### src/rtl/convcor_pkg.sv
// Shared types and constants for the CONVCOR stimulus driver.
// Holds FSM encoding, operand bundle and default burst sizes.
package convcor_pkg;

    localparam int CPLX_W       = 16;
    localparam int RSLT_W       = 36;
    localparam int DEF_CONV_LEN = 5;
    localparam int DEF_CORR_LEN = 3;

    typedef enum logic [2:0] {
        ST_IDLE,
        ST_SEND,
        ST_WAIT,
        ST_COLLECT,
        ST_DONE
    } state_e;

    typedef struct packed {
        logic [CPLX_W-1:0] a;
        logic [CPLX_W-1:0] b;
    } opnd_t;

endpackage

### src/rtl/convcor_if.sv
// Stream link between the driver (master) and CONVCOR (slave).
interface convcor_if;
    import convcor_pkg::*;

    logic              in_valid;
    logic [CPLX_W-1:0] in_a;
    logic [CPLX_W-1:0] in_b;
    logic              in_mode;
    logic              out_valid;
    logic [RSLT_W-1:0] out;

    modport master (
        output in_valid, in_a, in_b, in_mode,
        input  out_valid, out
    );

    modport slave (
        input  in_valid, in_a, in_b, in_mode,
        output out_valid, out
    );

endinterface

### src/rtl/convcor_rslt_buf.sv
// 8x36 result register file: sync write, sync clear, registered read.
module convcor_rslt_buf
    import convcor_pkg::*;
(
    input  logic              clk,
    input  logic              rst_n,
    input  logic              clr,
    input  logic              we,
    input  logic [2:0]        waddr,
    input  logic [RSLT_W-1:0] wdata,
    input  logic              re,
    input  logic [2:0]        raddr,
    output logic [RSLT_W-1:0] rdata
);

    logic [RSLT_W-1:0] mem_q [8];
    logic [RSLT_W-1:0] mem_d [8];
    logic [RSLT_W-1:0] rdata_q, rdata_d;

    always_comb begin
        mem_d = mem_q;
        if (clr) begin
            for (int i = 0; i < 8; i++) mem_d[i] = '0;
        end else if (we) begin
            mem_d[waddr] = wdata;
        end
        // re low masks slots beyond the expected result count
        rdata_d = re ? mem_q[raddr] : '0;
    end

    always_ff @(posedge clk or negedge rst_n) begin
        if (!rst_n) begin
            for (int i = 0; i < 8; i++) mem_q[i] <= '0;
            rdata_q <= '0;
        end else begin
            mem_q   <= mem_d;
            rdata_q <= rdata_d;
        end
    end

    assign rdata = rdata_q;

endmodule

### src/rtl/convcor_driver.sv
// Host-side driver: replays a buffered operand burst into CONVCOR
// and collects the result burst into a readable buffer.
module convcor_driver
    import convcor_pkg::*;
#(
    parameter int BURST_LEN = 3,
    parameter int CONV_LEN  = DEF_CONV_LEN,
    parameter int CORR_LEN  = DEF_CORR_LEN,
    parameter int TIMEOUT   = 1023
) (
    input  logic              clk,
    input  logic              rst_n,
    input  logic              wr_en,
    input  logic [1:0]        wr_idx,
    input  logic [CPLX_W-1:0] wr_a,
    input  logic [CPLX_W-1:0] wr_b,
    input  logic              start,
    input  logic              mode,
    output logic              busy,
    output logic              done,
    output logic [1:0]        err,
    input  logic [2:0]        rd_idx,
    output logic [RSLT_W-1:0] rd_data,
    convcor_if.master         cc
);

    localparam int BW = $clog2(BURST_LEN + 1);
    localparam int TW = $clog2(TIMEOUT + 1);
    localparam logic [BW-1:0] LAST_BEAT = BW'(BURST_LEN);
    localparam logic [TW-1:0] TMO       = TW'(TIMEOUT);

    state_e            state_q, state_d;
    opnd_t             op_q [BURST_LEN];
    opnd_t             op_d [BURST_LEN];
    logic              mode_q, mode_d;
    logic [BW-1:0]     beat_q, beat_d;
    logic [TW-1:0]     wcnt_q, wcnt_d;
    logic [3:0]        rcnt_q, rcnt_d;
    logic [1:0]        err_q, err_d;
    logic              busy_q, busy_d;
    logic              done_q, done_d;
    logic              vld_q, vld_d;
    logic              md_q, md_d;
    logic [CPLX_W-1:0] a_q, a_d;
    logic [CPLX_W-1:0] b_q, b_d;

    logic [3:0]        exp_n;
    logic              buf_clr;
    logic              buf_we;
    logic              buf_re;
    logic [2:0]        buf_waddr;

    assign exp_n  = mode_q ? 4'(CORR_LEN) : 4'(CONV_LEN);
    assign buf_re = {1'b0, rd_idx} < exp_n;

    always_comb begin
        state_d   = state_q;
        op_d      = op_q;
        mode_d    = mode_q;
        beat_d    = beat_q;
        wcnt_d    = wcnt_q;
        rcnt_d    = rcnt_q;
        err_d     = err_q;
        busy_d    = busy_q;
        done_d    = 1'b0;
        vld_d     = 1'b0;
        md_d      = 1'b0;
        a_d       = '0;
        b_d       = '0;
        buf_clr   = 1'b0;
        buf_we    = 1'b0;
        buf_waddr = rcnt_q[2:0];

        unique case (state_q)
            ST_IDLE: begin
                busy_d = 1'b0;
                if (wr_en && (int'(wr_idx) < BURST_LEN)) begin
                    op_d[wr_idx] = '{a: wr_a, b: wr_b};
                end
                // beat 0 loads from op_d so a same-cycle write is seen
                if (start) begin
                    mode_d  = mode;
                    err_d   = '0;
                    buf_clr = 1'b1;
                    busy_d  = 1'b1;
                    vld_d   = 1'b1;
                    md_d    = mode;
                    a_d     = op_d[0].a;
                    b_d     = op_d[0].b;
                    beat_d  = BW'(1);
                    state_d = ST_SEND;
                end
            end
            ST_SEND: begin
                if (beat_q < LAST_BEAT) begin
                    vld_d  = 1'b1;
                    a_d    = op_q[beat_q].a;
                    b_d    = op_q[beat_q].b;
                    beat_d = beat_q + BW'(1);
                end else begin
                    wcnt_d  = '0;
                    state_d = ST_WAIT;
                end
            end
            ST_WAIT: begin
                if (cc.out_valid) begin
                    buf_we    = 1'b1;
                    buf_waddr = 3'd0;
                    rcnt_d    = 4'd1;
                    if (exp_n == 4'd1) begin
                        done_d  = 1'b1;
                        state_d = ST_DONE;
                    end else begin
                        state_d = ST_COLLECT;
                    end
                end else if (wcnt_q == TMO) begin
                    err_d[0] = 1'b1;
                    done_d   = 1'b1;
                    state_d  = ST_DONE;
                end else begin
                    wcnt_d = wcnt_q + TW'(1);
                end
            end
            ST_COLLECT: begin
                if (cc.out_valid) begin
                    buf_we = 1'b1;
                    rcnt_d = rcnt_q + 4'd1;
                    if (rcnt_q + 4'd1 == exp_n) begin
                        done_d  = 1'b1;
                        state_d = ST_DONE;
                    end
                end else begin
                    err_d[1] = 1'b1;
                    done_d   = 1'b1;
                    state_d  = ST_DONE;
                end
            end
            ST_DONE: begin
                busy_d  = 1'b0;
                state_d = ST_IDLE;
            end
            default: begin
                busy_d  = 1'b0;
                state_d = ST_IDLE;
            end
        endcase
    end

    always_ff @(posedge clk or negedge rst_n) begin
        if (!rst_n) begin
            state_q <= ST_IDLE;
            for (int i = 0; i < BURST_LEN; i++) op_q[i] <= '0;
            mode_q  <= 1'b0;
            beat_q  <= '0;
            wcnt_q  <= '0;
            rcnt_q  <= '0;
            err_q   <= '0;
            busy_q  <= 1'b0;
            done_q  <= 1'b0;
            vld_q   <= 1'b0;
            md_q    <= 1'b0;
            a_q     <= '0;
            b_q     <= '0;
        end else begin
            state_q <= state_d;
            op_q    <= op_d;
            mode_q  <= mode_d;
            beat_q  <= beat_d;
            wcnt_q  <= wcnt_d;
            rcnt_q  <= rcnt_d;
            err_q   <= err_d;
            busy_q  <= busy_d;
            done_q  <= done_d;
            vld_q   <= vld_d;
            md_q    <= md_d;
            a_q     <= a_d;
            b_q     <= b_d;
        end
    end

    convcor_rslt_buf u_rslt_buf (
        .clk   (clk),
        .rst_n (rst_n),
        .clr   (buf_clr),
        .we    (buf_we),
        .waddr (buf_waddr),
        .wdata (cc.out),
        .re    (buf_re),
        .raddr (rd_idx),
        .rdata (rd_data)
    );

    assign busy        = busy_q;
    assign done        = done_q;
    assign err         = err_q;
    assign cc.in_valid = vld_q;
    assign cc.in_a     = a_q;
    assign cc.in_b     = b_q;
    assign cc.in_mode  = md_q;

endmodule
### src/flat_wrapper.sv
// flat-port wrapper written by rule: the top's interface ports become plain ports
module convcor_driver_flat import convcor_pkg::*;
#(
    parameter int BURST_LEN = 3,
    parameter int CONV_LEN  = DEF_CONV_LEN,
    parameter int CORR_LEN  = DEF_CORR_LEN,
    parameter int TIMEOUT   = 1023
)
  (clk, rst_n, wr_en, wr_idx, wr_a, wr_b, start, mode, busy, done, err, rd_idx, rd_data, cc_in_valid, cc_in_a, cc_in_b, cc_in_mode, cc_out_valid, cc_out);
  convcor_if cc_i ();
  input  logic clk;
  input  logic rst_n;
  input  logic wr_en;
  input  logic [1:0] wr_idx;
  input  logic [CPLX_W-1:0] wr_a;
  input  logic [CPLX_W-1:0] wr_b;
  input  logic start;
  input  logic mode;
  output logic busy;
  output logic done;
  output logic [1:0] err;
  input  logic [2:0] rd_idx;
  output logic [RSLT_W-1:0] rd_data;
  output wire logic [$bits(cc_i.in_valid)-1:0] cc_in_valid;
  output wire logic [$bits(cc_i.in_a)-1:0] cc_in_a;
  output wire logic [$bits(cc_i.in_b)-1:0] cc_in_b;
  output wire logic [$bits(cc_i.in_mode)-1:0] cc_in_mode;
  input wire logic [$bits(cc_i.out_valid)-1:0] cc_out_valid;
  input wire logic [$bits(cc_i.out)-1:0] cc_out;
  assign cc_in_valid = cc_i.in_valid;
  assign cc_in_a = cc_i.in_a;
  assign cc_in_b = cc_i.in_b;
  assign cc_in_mode = cc_i.in_mode;
  assign cc_i.out_valid = cc_out_valid;
  assign cc_i.out = cc_out;
  convcor_driver #(.BURST_LEN(BURST_LEN), .CONV_LEN(CONV_LEN), .CORR_LEN(CORR_LEN), .TIMEOUT(TIMEOUT)) u_core (.clk(clk), .rst_n(rst_n), .wr_en(wr_en), .wr_idx(wr_idx), .wr_a(wr_a), .wr_b(wr_b), .start(start), .mode(mode), .busy(busy), .done(done), .err(err), .rd_idx(rd_idx), .rd_data(rd_data), .cc(cc_i));
endmodule
### config.mk
export PLATFORM = sky130hd
export DESIGN_NAME = convcor_driver_flat
export DESIGN_NICKNAME = d
export VERILOG_FILES = /design/src/rtl/convcor_pkg.sv /design/src/rtl/convcor_if.sv /design/src/rtl/convcor_rslt_buf.sv /design/src/rtl/convcor_driver.sv /design/src/flat_wrapper.sv
export SDC_FILE = /design/constraint.sdc
export NUM_CORES = 1
export LEC_CHECK = 0
export ABC_AREA = 1
export CORE_AREA = 5 5 198 200
export CTS_CLUSTER_SIZE = 12
export DETAILED_ROUTE_END_ITERATION = 8
export DIE_AREA = 0 0 203 205
export PLACE_DENSITY = 0.79
export SETUP_SLACK_MARGIN = 0.15
export SYNTH_ARGS = -nofsm -noshare
export SYNTH_HDL_FRONTEND = slang
export SYNTH_SLANG_ARGS = --single-unit
export TNS_END_PERCENT = 1
### constraint.sdc
create_clock -name clk -period 2.66 [get_ports clk]
set_clock_uncertainty 0.15 [all_clocks]
set_input_delay 0.266 -clock clk [delete_from_list [all_inputs] [get_ports clk]]
set_output_delay 0.266 -clock clk [all_outputs]
set_load 0.005 [all_outputs]
==> results.tsv, run 1 <==
stage	metric	value	unit
synthesis	synth_top_area_frac	0.5422	
synthesis	yosysWarnings	0	
clock_tree	cts_num_sinks	478	
setup_path	crit_path_max_fanout	18	
setup_path	cp_num_cells	7	
route	num_vias	19500	
setup_path	required	2.98	ns
sta	min_period	2.185	ns
job	drv_cap	0	
floorplanning	io_pins	153	
synthesis	synth_top_flop_cell	dfrtp_1	
synthesis	ys_ff_latch	478	
floorplanning	die_w	203	microns
pwr	powerDensity	961.3	mW/mm^2
sta	setup_violations	0	
clock_tree	cts-resized-gates	0	
setup_path	arrival	2.50	ns
route	drc_errors	0	
route	vias_per_cell	5.864	
floorplanning	fp.dieH	205	microns
synthesis	netlist_area	0.02206	sq mm
synthesis	syn_avg_cell_area	8.049	sq um
finish	layout_commonest_cell	nand2_1	
route	dr.pass1.iters	8	
clock_tree	clkLatencyLatePin	0.58	ns
global_routing	grt_antenna_before_repair	3	
setup_path	critical_path_class	flip-flop to flip-flop	
route	drtIter0Drc	1863	
global_routing	grt_use_total	0.2927	
hold_path	worstHoldPathType	input port to asynchronous set/reset pin	
setup_path	r2r_start	u_core.mode_q	
global_routing	grt_max_degree	106	
floorplanning	die-area	0.04162	sq mm
setup_path	crit_path_start_kind	flip-flop	
placement	placedCellCount	3241	
finish	mostFrequentLayoutCells	nand2_1 (908), dfrtp_1 (477), o21ai_0 (350)	
sta	slew_headroom	0.5419	
sta	slew_violations	0	
sta	fin_crit_sh	0.8216	
setup_path	max_stage_delay	0.47	ns
setup_path	crit_slowest_cell	dfrtp_1	
route	wl	60520	microns
setup_path	r2r_end	u_core.u_rslt_buf.rdata[5]	
finish	nNetsFinal	2904	
synthesis	synth_cell_types	40	
setup_path	end_kind	flip-flop	
floorplanning	core	0.03722	sq mm
placement	portBuffers	152	
placement	dp_hpwl	35990	microns
finish	drive_above_1_share	0.06173	
clock_tree	cts_inserted_buffers	50	
finish	syn_to_final_growth	16.57	%
synthesis	synth_edf_count	0	
setup_path	crit_end	u_core.u_rslt_buf.rdata[5]	
finish	instances_no_fill	3326	
floorplanning	num_rows	71	
global_routing	grt.overflow.total	0	
pwr	leakage	13.12	nW
global_routing	grt_pass1_wl	100100	microns
synthesis	syn-num-nets	2825	
placement	gp_congestion	0.8207	
sta	hold_violations	0	
global_routing	first_global_vias	19530	
clock_tree	root_buffer	clkbuf_16	
sta	fmax	457.6	MHz
route	wl_per_cell	18.20	microns
route	detail-route-antenna-nets	0	
synthesis	ys_async_sr_fraction	1.000	
setup_path	cp.buffers_inverters	2	
sta	worst_pin_slew	0.6871	ns
clock_tree	cts_tree	done	
synthesis	synth_area_leaders	dfrtp_1 (54%), nand2_1 (15%), o21ai_0 (7.9%)	
pwr	irDropWorstVdd	0.6553	mV
sta	rsz0062_at_grt	no	
clock_tree	h-tree-depth	2	
setup_path	cp-startpoint	u_core.mode_q	
clock_tree	path_clk_slew	0.06	ns
synthesis	seq_area_frac_synth	0.5422	
synthesis	synthCells	2741	
synthesis	yosys.area.top_type	dfrtp_1	
run_status	run_status	finished, final reports clean	
clock_tree	cts_setup_buffers	0	
clock_tree	cts_buffer_depth	3	
setup_path	r2r_cells	7	
sta	fin_tns_setup	0	ns
setup_path	reg2reg_setup_slack	0.47	ns
setup_path	path_delay_family	compound AO/OA/AOI/OAI gates	
setup_path	path_cells	inv_1 > ha_1 > a21o_1 > a21oi_2 > buf_4 > o21ai_0 > a21oi_1	
clock_tree	holdBufCountCts	1	
floorplanning	initial_core_util	0.5927	
==> metrics by stage <==
| step | setup WS, ns | cell area, sq um | util | total power [mW] | hold WS, ns |
|---|---|---|---|---|---|
| 5_1_grt | 0.3208 | 25720 | 0.6909 | 26.24 | 0.1111 |
| 3_3_place_gp | 0.3936 | 24050 | 0.6461 | 17.24 | 0.09047 |
| 2_1_floorplan | 0.8826 | 22060 | - | 14.71 | -0.1796 |
| 3_5_place_dp | 0.3466 | 24050 | 0.6461 | 17.63 | 0.09454 |
| 4_1_cts | 0.4989 | 25710 | 0.6908 | 24.76 | 0.08180 |
| 6_report | 0.4745 | 25720 | 0.6909 | 24.72 | 0.08878 |
==> power by group <==
group	switching [mW]	total (mW)	internal (mW)
Combinational	4.88	7.51	2.63
Sequential	1.02	10.1	9.13
Clock	2.83	7.07	4.24
==> flip-flops by register name (all words and copies together), names as in the netlist <==
register,cells
u_core.beat_q,2
u_core.busy,1
u_core.cc.in_a,16
u_core.cc.in_b,16
u_core.cc.in_mode,1
u_core.cc.in_valid,1
u_core.done,1
u_core.err,2
u_core.mode_q,1
u_core.op_q,96
u_core.rcnt_q,4
u_core.state_q,3
u_core.u_rslt_buf.mem_q,288
u_core.u_rslt_buf.rdata,36
u_core.wcnt_q,10
==> worst min path at each step <==
stage	slack, ns	from	to	cells after the start
after floorplan	-0.18	rst_n	u_core.beat_q[0]	0
after global placement	0.09	rst_n	u_core.u_rslt_buf.rdata[9]	1
after detailed placement	0.09	rst_n	u_core.u_rslt_buf.mem_q[189]	1
after CTS	0.08	rst_n	u_core.u_rslt_buf.mem_q[189]	2
after global routing	0.11	rst_n	u_core.u_rslt_buf.rdata[9]	2
final	0.09	rst_n	u_core.u_rslt_buf.rdata[9]	2
==> area by class of cell <==
| type | instances | area, sq um |
|---|---|---|
| well taps | 474 | 593.1 |
| repair buffers | 212 | 2222 |
| flip-flops and latches | 478 | 11960 |
| fillers | 2943 | 11500 |
| clock inverters | 8 | 115.1 |
| inverters | 137 | 528.0 |
| diodes | 1 | 2.502 |
| multi-input cells | 1941 | 8755 |
| clock buffers | 75 | 1539 |
==> worst register-to-register path: stages, from the launching register on <==
cell	delay, ns
dfrtp_1	0.47
inv_1	0.13
ha_1	0.29
a21o_1	0.21
a21oi_2	0.21
buf_4	0.27
o21ai_0	0.12
a21oi_1	0.22
==> logic make-up after synthesis <==
logic type | count (synthesis) | synth area share
XOR/XNOR | 5 | 0.001985
buffers and inverters | 322 | 0.06142
flip-flops | 478 | 0.5422
AND/OR/NAND/NOR | 1367 | 0.2567
AO/OA/AOI/OAI | 564 | 0.1349
adder cells (fa/ha/maj) | 5 | 0.002836
==> per-layer routing <==
metal | vias to the layer above | track usage | part of all wire
met1 | 9494 | 0.3893 | 0.41
met2 | 801 | 0.4965 | 0.49
met4 | 4 | 0.09384 | 0.024
met5 | - | 0 | 0.00041
li1 | 9103 | - | -
met3 | 101 | 0.04860 | 0.073
==> cell usage after synthesis (2+ instances only) <==
master / n
nand2_1: 910
xor2_1: 4
nand4_1: 3
nor2_2: 4
clkbuf_1: 100
inv_2: 11
buf_1: 14
inv_1: 121
nand3_2: 2
nor2_4: 2
a22o_1: 36
nand3_4: 2
nand2_4: 2
o21ai_0: 350
o21ai_1: 62
o22ai_1: 2
buf_2: 54
nand3_1: 298
nand2_2: 3
clkinv_1: 3
buf_6: 3
nor2_1: 134
ha_1: 5
dfrtp_1: 478
nand4_4: 2
a21oi_1: 109
buf_4: 14
Power figures use the tool's default switching activity.
==> run 2: changes to the inputs <==
- CORE_AREA: 5 5 198 200 -> 5 5 200 202
- DIE_AREA: 0 0 203 205 -> 0 0 205 207
- PLACE_DENSITY: 0.79 -> 0.77
- clock period: 2.66 -> 2.24 ns (I/O delays scaled with it)
==> results.tsv, run 2 (synthesized netlist as in run 1, its figures left out) <==
stage	metric	value	unit	change
pwr	p_seq_frac	0.408		was 0.410
floorplanning	core	0.03811	sq mm	was 0.03722 sq mm
sta	slew_violations	0		unchanged
finish	largest_reg_flops	288		unchanged
placement	gp_congestion	0.8318		was 0.8207
floorplanning	die-area	0.04244	sq mm	was 0.04162 sq mm
finish	mostFrequentLayoutCells	nand2_1 (908), dfrtp_1 (477), o21ai_0 (350)		unchanged
pwr	power	29.46	mW	was 24.72 mW
clock_tree	h-tree-depth	2		unchanged
floorplanning	fp.dieH	207	microns	was 205 microns
finish	drive_above_1_share	0.07363		was 0.06173
clock_tree	cts_num_sinks	478		unchanged
global_routing	grt.overflow.total	0		unchanged
clock_tree	cts_buffer_depth	3		unchanged
clock_tree	root_buffer	clkbuf_16		unchanged
finish	nNetsFinal	2943		was 2904
global_routing	grt_use_total	0.2885		was 0.2927
route	detail-route-antenna-nets	0		unchanged
route	vias_per_cell	5.757		was 5.864
sta	fin_tns_setup	0	ns	unchanged
global_routing	grt_pass1_wl	101200	microns	was 100100 microns
pwr	comb_power_share	0.314		was 0.304
pwr	netSwitchingFraction	0.3523		was 0.3530
sta	setup_violations	0		unchanged
sta	fmax	493.9	MHz	was 457.6 MHz
sta	min_period	2.025	ns	was 2.185 ns
floorplanning	die_w	205	microns	was 203 microns
run_status	run_status	finished, final reports clean		unchanged
clock_tree	cts_tree	done		unchanged
placement	placedCellCount	3322		was 3241
setup_path	required	2.53	ns	was 2.98 ns
pwr	powerDensity	1125	mW/mm^2	was 961.3 mW/mm^2
global_routing	first_global_vias	19860		was 19530
pwr	leakage	13.33	nW	was 13.12 nW
finish	layout_commonest_cell	nand2_1		unchanged
sta	fin_crit_sh	0.9039		was 0.8216
sta	hold_ws	0.003932	ns	was 0.08878 ns
route	wl	61350	microns	was 60520 microns
global_routing	grt_antenna_before_repair	2		was 3
finish	n_antenna_cell	0		was 1
clock_tree	clkLatencyLatePin	0.58	ns	about the same
sta	setup_slack	0.2152	ns	was 0.4745 ns
setup_path	arrival	2.32	ns	was 2.50 ns
job	drv_cap	0		unchanged
sta	hold_violations	0		unchanged
route	drtIter0Drc	2001		was 1863
sta	rsz0062_at_grt	yes		was no
hold_path	worstHoldPathType	input port to asynchronous set/reset pin		unchanged
setup_path	critical_path_class	flip-flop to flip-flop		unchanged
clock_tree	path_clk_slew	0.06	ns	about the same
placement	pre_cts_slack	0.02356	ns	was 0.3466 ns
sta	worst_pin_slew	0.6403	ns	was 0.6871 ns
pwr	p_sw	10.38	mW	was 8.727 mW
placement	placed_cell_area	0.02455	sq mm	was 0.02405 sq mm
pwr	p_int	19.08	mW	was 16.00 mW
floorplanning	initial_core_util	0.5789		was 0.5927
floorplanning	io_pins	153		unchanged
setup_path	crit_path_max_fanout	66		was 18
setup_path	end_kind	flip-flop		unchanged
route	drc_errors	0		unchanged
finish	instances_no_fill	3411		was 3326
clock_tree	cts_inserted_buffers	50		unchanged
route	dr.pass1.iters	5		was 8
placement	portBuffers	152		unchanged
finish	fin_util	0.6871		was 0.6909
route	wl_per_cell	17.99	microns	was 18.20 microns
route	num_vias	19640		was 19500
floorplanning	num_rows	72		was 71
placement	dp_hpwl	37980	microns	was 35990 microns
sta	slew_headroom	0.5732		was 0.5419
finish	regMostFlops	u_core.u_rslt_buf.mem_q		unchanged
finish	finalInstanceArea	0.02618	sq mm	was 0.02572 sq mm
global_routing	grt_max_degree	83		was 106
finish	syn_to_final_growth	18.68	%	was 16.57%
pwr	irDropWorstVdd	0.7076	mV	was 0.6553 mV
setup_path	crit_path_start_kind	flip-flop		unchanged
pwr	p_clk_frac	0.279		was 0.286
run 2: per-layer routing:
layer | up-vias | track usage | share of wire
met4 | 4 | 0.09448 | 0.027
met2 | 912 | 0.4820 | 0.49
li1 | 9169 | - | -
met5 | - | 0 | 0.00034
met3 | 139 | 0.04598 | 0.081
met1 | 9414 | 0.3886 | 0.40
run 2: layout make-up:
cell class	count	area, sq um
multi-input combinational	1941	8755
fill	3011	11930
tap	518	648.1
clock buffer	78	1488
inverter	137	531.8
timing repair buffer	251	2678
clock inverter	8	118.9
sequential	478	11960
run 2: worst max-delay path: stages (launching register included):
cell	delay (ns)
dfrtp_1	0.41
nor2_2	0.22
nand2_2	0.13
nor2_4	0.19
inv_8	0.20
buf_4	0.27
o21ai_0	0.34
run 2: what timing repair did:
action	in CTS	in global routing
hold buffers	1	0
setup buffers	0	2
hold endpoints to repair	433	0
setup endpoints to repair	0	35
resized for setup	0	2
run 2: worst paths after layout:
check                                           start                     endpoint  slack, ns  depth (start not counted)
max                                 u_core.state_q[1]            u_core.cc.in_a[4]       0.22                          6
min                                             rst_n   u_core.u_rslt_buf.rdata[6]      0.004                          2
max reg2reg                         u_core.state_q[1]            u_core.cc.in_a[4]       0.22                          6
min reg2reg                u_core.u_rslt_buf.mem_q[8]   u_core.u_rslt_buf.mem_q[8]       0.32                          2
max in group asynchronous                       rst_n              u_core.op_q[78]       1.07                          4
min in group clk                           cc_out[32]  u_core.u_rslt_buf.mem_q[68]       0.07                          3
run 2: power groups by stage:
stage          Combinational (mW)  Sequential (mW)  Clock [mW]
2_1_floorplan                5.61             11.9           0
3_5_place_dp                 9.12             12.1           0
4_1_cts                      9.22             12.0        8.33
6_report                     9.24             12.0        8.21
3_3_place_gp                 8.84             12.0           0
5_1_grt                      10.4             12.2        8.65
